==> src/rtl/fetch_unit.sv <==
// Program counter and fetch sequencer (IDLE/RUN/DONE) for the 9-bit-instruction core.
// Optional macro FETCH_CYCLE_CNT_EN adds a saturating 16-bit CycleCnt output.
module fetch_unit #(
  parameter int unsigned PC_W  = 10,
  parameter int unsigned OFS_W = 8
) (
  input  logic             Clk,
  input  logic             Reset,
  input  logic             Start,
  input  logic [PC_W-1:0]  StartAddr,
  input  logic             Halt,
  input  logic             Stall,
  input  logic             jump_en,
  input  logic             branch_en,
  input  logic             ZERO,
  input  logic [PC_W-1:0]  Target,
  input  logic [OFS_W-1:0] Offset,
  output logic [PC_W-1:0]  ProgCtr,
  output logic             Valid,
  output logic             Done
`ifdef FETCH_CYCLE_CNT_EN
  ,
  output logic [15:0]      CycleCnt
`endif
);

  typedef enum logic [1:0] {
    ST_IDLE,
    ST_RUN,
    ST_DONE
  } state_t;

  state_t          state_q, state_d;
  logic [PC_W-1:0] pc_q, pc_d;
  logic [PC_W-1:0] ofs_ext;

  assign ofs_ext = PC_W'($signed(Offset));

  always_ff @(posedge Clk) begin
    if (Reset) begin
      state_q <= ST_IDLE;
      pc_q    <= '0;
    end else begin
      state_q <= state_d;
      pc_q    <= pc_d;
    end
  end

  always_comb begin
    state_d = state_q;
    pc_d    = pc_q;
    unique case (state_q)
      ST_IDLE, ST_DONE: begin
        if (Start) begin
          pc_d    = StartAddr;
          state_d = ST_RUN;
        end
      end
      ST_RUN: begin
        // Stall masks every other control for the cycle.
        if (!Stall) begin
          if (Halt) begin
            state_d = ST_DONE;
          end else if (jump_en) begin
            pc_d = Target;
          end else if (branch_en && ZERO) begin
            pc_d = pc_q + ofs_ext;
          end else if (pc_q == '1) begin
            state_d = ST_DONE;
          end else begin
            pc_d = pc_q + PC_W'(1);
          end
        end
      end
      default: begin
        state_d = ST_IDLE;
      end
    endcase
  end

  // Outputs decode straight from registers, so no input reaches them combinationally.
  assign ProgCtr = pc_q;
  assign Valid   = (state_q == ST_RUN);
  assign Done    = (state_q == ST_DONE);

`ifdef FETCH_CYCLE_CNT_EN
  logic [15:0] cnt_q;

  always_ff @(posedge Clk) begin
    if (Reset) begin
      cnt_q <= '0;
    end else if (state_q != ST_RUN && Start) begin
      cnt_q <= '0;
    end else if (state_q == ST_RUN && cnt_q != '1) begin
      cnt_q <= cnt_q + 16'd1;
    end
  end

  assign CycleCnt = cnt_q;
`endif

endmodule

==> config.mk <==
export PLATFORM = sky130hd
export DESIGN_NAME = fetch_unit
export DESIGN_NICKNAME = d
export VERILOG_FILES = /design/src/rtl/fetch_unit.sv
export SDC_FILE = /design/constraint.sdc
export NUM_CORES = 1
export LEC_CHECK = 0
export CAP_MARGIN = 20
export CORE_AREA = 2 2 58 60
export DETAILED_ROUTE_END_ITERATION = 16
export DIE_AREA = 0 0 60 62
export HOLD_SLACK_MARGIN = 0.08
export PLACE_DENSITY = 0.8
export SETUP_SLACK_MARGIN = 0.2
export SLEW_MARGIN = 0
export SYNTH_ARGS = -nofsm -noshare
export SYNTH_HDL_FRONTEND = slang
export SYNTH_SLANG_ARGS = --single-unit
==> constraint.sdc <==
create_clock -name Clk -period 3.3 [get_ports Clk]
set_clock_uncertainty 0.2 [all_clocks]
set_input_delay 0.33 -clock Clk [delete_from_list [all_inputs] [get_ports Clk]]
set_output_delay 0.33 -clock Clk [all_outputs]
set_load 0.03 [all_outputs]
* Yosys cells after proc, flatten, opt, wreduce, memory -nomap -nowiden
Index checks and enable logic that the tools add are counted.
Word-level totals: register bits 12, input bits 36, output and inout bits 12, word-level logic and storage cells 34
Cells by class: add/sub/neg operators 2, eq/ne operators 10, mux-type cells 14, reductions and logical operators 6
Operators by type and width (count):
- 2-to-1 mux 10 bit | 6
- case mux 10 bit (2 select lines) | 1
- 2-to-1 mux 2 bit | 6
- adder 10 x 1 -> 10 bit (second input constant) | 1
- adder 10 bit | 1
- equality test 10 bit (second input constant) | 1
- AND reduction 5 bit | 2
- != test 2 bit (second input constant) | 3
- != test 3 bit (second input constant) | 2
- != test 4 bit (second input constant) | 1
- case mux 2 bit (2 select lines) | 1
- != test 3 x 2 -> 1 bit (second input constant) | 1
- equality test 2 x 1 -> 1 bit (second input constant) | 1
- equality test 2 bit (second input constant) | 1
- logical NOT 2 bit | 1
- nonzero test 2 bit | 1
- OR reduction 2 bit | 1
- logical AND 1 bit | 1

* Logic depth before layout (Yosys ltp)
Gate-level depths: netlist of run 1.
depth after elaboration 7, depth in mapped cells 9

* Worst setup path before layout of run 1
OpenSTA, ideal clock, no wires.
path kind input-to-reg, start in branch_en, end reg pc_q[8], in the netlist ProgCtr[8], library setup time 0.079 ns, data arrival time 2.194 ns, required time 3.021 ns, slack 0.827 ns, stages 9, cell sequence nand2_1 > or2_2 > ha_1 > fa_1 > a211oi_1 > or3b_1 > a32oi_1 > xnor2_1 > a211oi_2
On the way: word-level cells in the longest chain between the ends 6, elaborated cells on any way between the ends 8, those cells by class eq/ne (1); mux (5); reduce/logical (2)
Ends and longest elaborated chain:
- from (decl) | RTL line 14 | input logic branch_en,
- logical AND 1 bit (*) | RTL line 66 | end else if (branch_en && ZERO) begin
- 2-to-1 mux 10 bit | RTL line 66
- 2-to-1 mux 10 bit | RTL line 64 | end else if (jump_en) begin
- 2-to-1 mux 10 bit | RTL line 62 | if (Halt) begin
- 2-to-1 mux 10 bit | RTL line 61 | if (!Stall) begin
- case mux 10 bit (2 select lines) | RTL line 52 | unique case (state_q)
- to (signal assigned) | RTL line 45 | pc_q <= pc_d;
- to (decl) | RTL line 34 | logic [PC_W-1:0] pc_q, pc_d;
Mark *: on every way between the ends. The rest lies on a longest branch, timed or not. The select of a mux whose other input is x is not followed. A chain may end at the register's enable or synchronous reset.

* Worst setup path after layout of run 1
Ends and elaborated chain as after synthesis.

==> impl_metrics.csv, run 1 <==
group,metric,value,unit
cts,cts_tree,"yes",
synthesis,ys.flop_type,"dfxtp_1",
cts,cts-root-buf,"clkbuf_4",
cts,clockBufferDepth,2,
timing,tns,0,ns
final_layout,regArea,240.2,sq um
floorplan,start_util,0.3695,
global_route,met2_usage,0.3230,
power_and_ir_drop,ir_drop,0.1507,mV
synthesis,synth_edf_count,0,
hold_path,hold_class,"register to register",
synthesis,synth_area_per_cell,7.781,sq um
worst_setup_path,startpoint_type,"input port",
timing,setup_viol,0,
floorplan,core.rowCount,21,
synthesis,synthCells,151,
global_route,antenna_found_initial,0,
cts,clk_pin_slew,0.08,ns
cts,clk_latency,0.27,ns
flow_run,drv_cap,0,
worst_setup_path,critical_path_class,"input port to register",
final_layout,area_delta_synth_final,47.28,%
global_route,use_met3,0.02070,
final_layout,design_area,1730,sq um
synthesis,synth_most_common_cell,"nand2_1",
final_layout,diodes,0,
floorplan,pin_count,48,
place,io_buffers,47,
power_and_ir_drop,p_per_area,285.8,nW/um^2
power_and_ir_drop,combPwrFrac,0.460,
power_and_ir_drop,power.clock.fraction,0.189,
floorplan,core,3179,sq um
global_route,overflow,0,
power_and_ir_drop,p_int,0.0003117,W
final_layout,multiInputGateArea,883.3,sq um
outcome,status,"finished clean",
floorplan,die_w,60,um
route,routed_via_density,5.411,
route,dr.first_iter.drc_count,66,
global_route,grt_pass1_vias,1247,
synthesis,netlist.area_leader.share,0.2045,
worst_setup_path,cp.arrival,2.80,ns
route,vias,1331,
synthesis,synth_common_cells,"16 x nand2_1, 15 x nor2_1, 12 x dfxtp_1",
cts,htreeDepth,1,
synthesis,syn_nets,197,
global_route,grt_max_degree,17,
place,gp_congestion,0.8563,
timing,max_slew_margin,0.6515,
synthesis,syn_area,1175,sq um
final_layout,drive_gt1_frac,0.07000,
timing,slew_violations,0,
global_route,use_met1,0.2804,
synthesis,synth_cell_types,45,
timing,fmax,356.0,MHz
floorplan,die_area,3720,sq um
floorplan,die_y,62,um
worst_setup_path,cp_max_fo,3,
synthesis,ys_ff_latch,12,
route,drc,0,
timing,post-route-period-util,0.8513,
cts,post-cts-setup-buffers,0,
power_and_ir_drop,p_switching,0.0001828,W
cts,cts.repair.resized,0,
power_and_ir_drop,swShare,0.3696,
global_route,grt_use_total,0.2060,
final_layout,fillers,325,
power_and_ir_drop,pwr-share-seq,0.351,
synthesis,ys_top_cells_by_area,"dfxtp_1 20%, ha_1 9.6%, nand2_1 5.1%",
worst_setup_path,crit_required,3.30,ns
route,drt_pre_antenna_iters,4,
timing,tightest_slew,0.5211,ns
synthesis,synth_top_cell_by_area,"dfxtp_1",
route,routed_wl,3.475,mm
cts,cts_buffers,3,
power_and_ir_drop,totalPowerFinal,0.0004945,W
place,hpwl,2.762,mm
route,wl_per_cell,14.13,um
global_route,grt_first_pass_wirelength,5.671,mm
timing,hold_violations,0,
synthesis,yosysSeqAreaShare,0.2045,
worst_setup_path,crit_path_end_kind,"register",
global_route,top_usage_layer,"met2",
synthesis,yosysWarnings,0,
synthesis,async_flop_share,0,
timing,period_needed,2.809,ns
cts,cts_hold_buffers,0,
final_layout,nets,248,
power_and_ir_drop,p_leak,0.7154,nW
cts,cts_sinks,12,
place,dpl-instance-area,1703,sq um
timing,rsz0062_at_grt,"false",
route,ant_nets,0,
-- metrics by stage --
stage	instances	setup slack [ns]	hold slack [ns]	utilization
after floorplan	151	0.8267	0.2321	-
after global placement	243	0.2216	0.3088	0.5356
after detailed placement	243	0.1614	0.3118	0.5356
after CTS	246	0.4301	0.3240	0.5427
after global routing	246	0.3084	0.3316	0.5443
final	246	0.4909	0.3220	0.5443
-- power by group through the flow --
stage | Sequential (W) | Clock, W | Combinational [W]
2_1_floorplan | 0.000194 | 0 | 0.000110
3_3_place_gp | 0.000177 | 0 | 0.000222
3_5_place_dp | 0.000177 | 0 | 0.000224
4_1_cts | 0.000173 | 0.0000948 | 0.000226
5_1_grt | 0.000176 | 0.000105 | 0.000248
6_report | 0.000173 | 0.0000934 | 0.000228
-- state kept, by name, summed over array words and instances, names as in the netlist --
| register | cells |
|---|---|
| state_q | 2 |
| ProgCtr | 10 |
-- cell families after synthesis --
group                      share of synthesized area
AOI/OAI and AO/OA                             0.2971
xor gates and xnor gates                     0.03728
adders and majority gates                     0.1129
buffers and inverters                        0.04793
DFF                                           0.2045
muxes                                        0.06177
and+or+nand+nor                               0.2386
-- placed cells by master (no fill, tap or decap), types with 2 or more instances in the layout --
| cell type | count |
|---|---|
| xnor2_1 | 2 |
| xor2_1 | 3 |
| dfxtp_1 | 12 |
| a311oi_1 | 3 |
| or3_1 | 2 |
| a211oi_1 | 2 |
| o211ai_1 | 5 |
| mux2i_1 | 5 |
| clkdlybuf4s50_1 | 47 |
| nand2_1 | 16 |
| buf_4 | 4 |
| nor2_1 | 15 |
| inv_1 | 7 |
| mux2_2 | 2 |
| o21ai_0 | 10 |
| a21oi_1 | 11 |
| nand2b_1 | 4 |
| nand3_1 | 3 |
| clkbuf_4 | 3 |
| and3_1 | 8 |
| ha_1 | 9 |
| a211oi_2 | 2 |
| o21ai_1 | 3 |
-- worst max-delay path: stages --
cell and delay, ns:
clkdlybuf4s50_1 0.48, nand2_1 0.12, or2_2 0.30, ha_1 0.21, fa_1 0.45, a211oi_2 0.29, or3b_1 0.17, a32oi_1 0.10
xnor2_1 0.15, a211oi_2 0.21
-- final timing paths --
check / to / slack [ns] / startpoint / cells after the start
worst max-delay path: ProgCtr[8]$_SDFFE_PP0P_ / 0.49 / branch_en / 10
worst min-delay path: ProgCtr[4]$_SDFFE_PP0P_ / 0.32 / ProgCtr[4]$_SDFFE_PP0P_ / 2
worst max register to register: ProgCtr[8]$_SDFFE_PP0P_ / 1.06 / ProgCtr[0]$_SDFFE_PP0P_ / 7
worst min register to register: ProgCtr[4]$_SDFFE_PP0P_ / 0.32 / ProgCtr[4]$_SDFFE_PP0P_ / 2
-- final cells by class --
cell class | count | area share
flip-flops and latches | 12 | 0.1388
well taps | 46 | 0.03326
multi-input cells | 127 | 0.5105
repair buffers | 51 | 0.2892
inverters | 7 | 0.01518
clock buffers | 3 | 0.01302
-- routing by layer --
metal,share of wire,vias up
met5,0,-
met4,0.022,0
met3,0.042,8
met2,0.48,44
met1,0.46,612
li1,-,667
No activity file was read; power rests on OpenSTA's default activity.
==> inputs of run 2 (changes only) <==
CTS_CLUSTER_SIZE = 12   (was unset)
GPL_ROUTABILITY_DRIVEN = 0   (was unset)
SLEW_MARGIN = 20   (was 0)
==> results of run 2 <==
The final DEF is identical to that of run 1; final timing and power are the same.
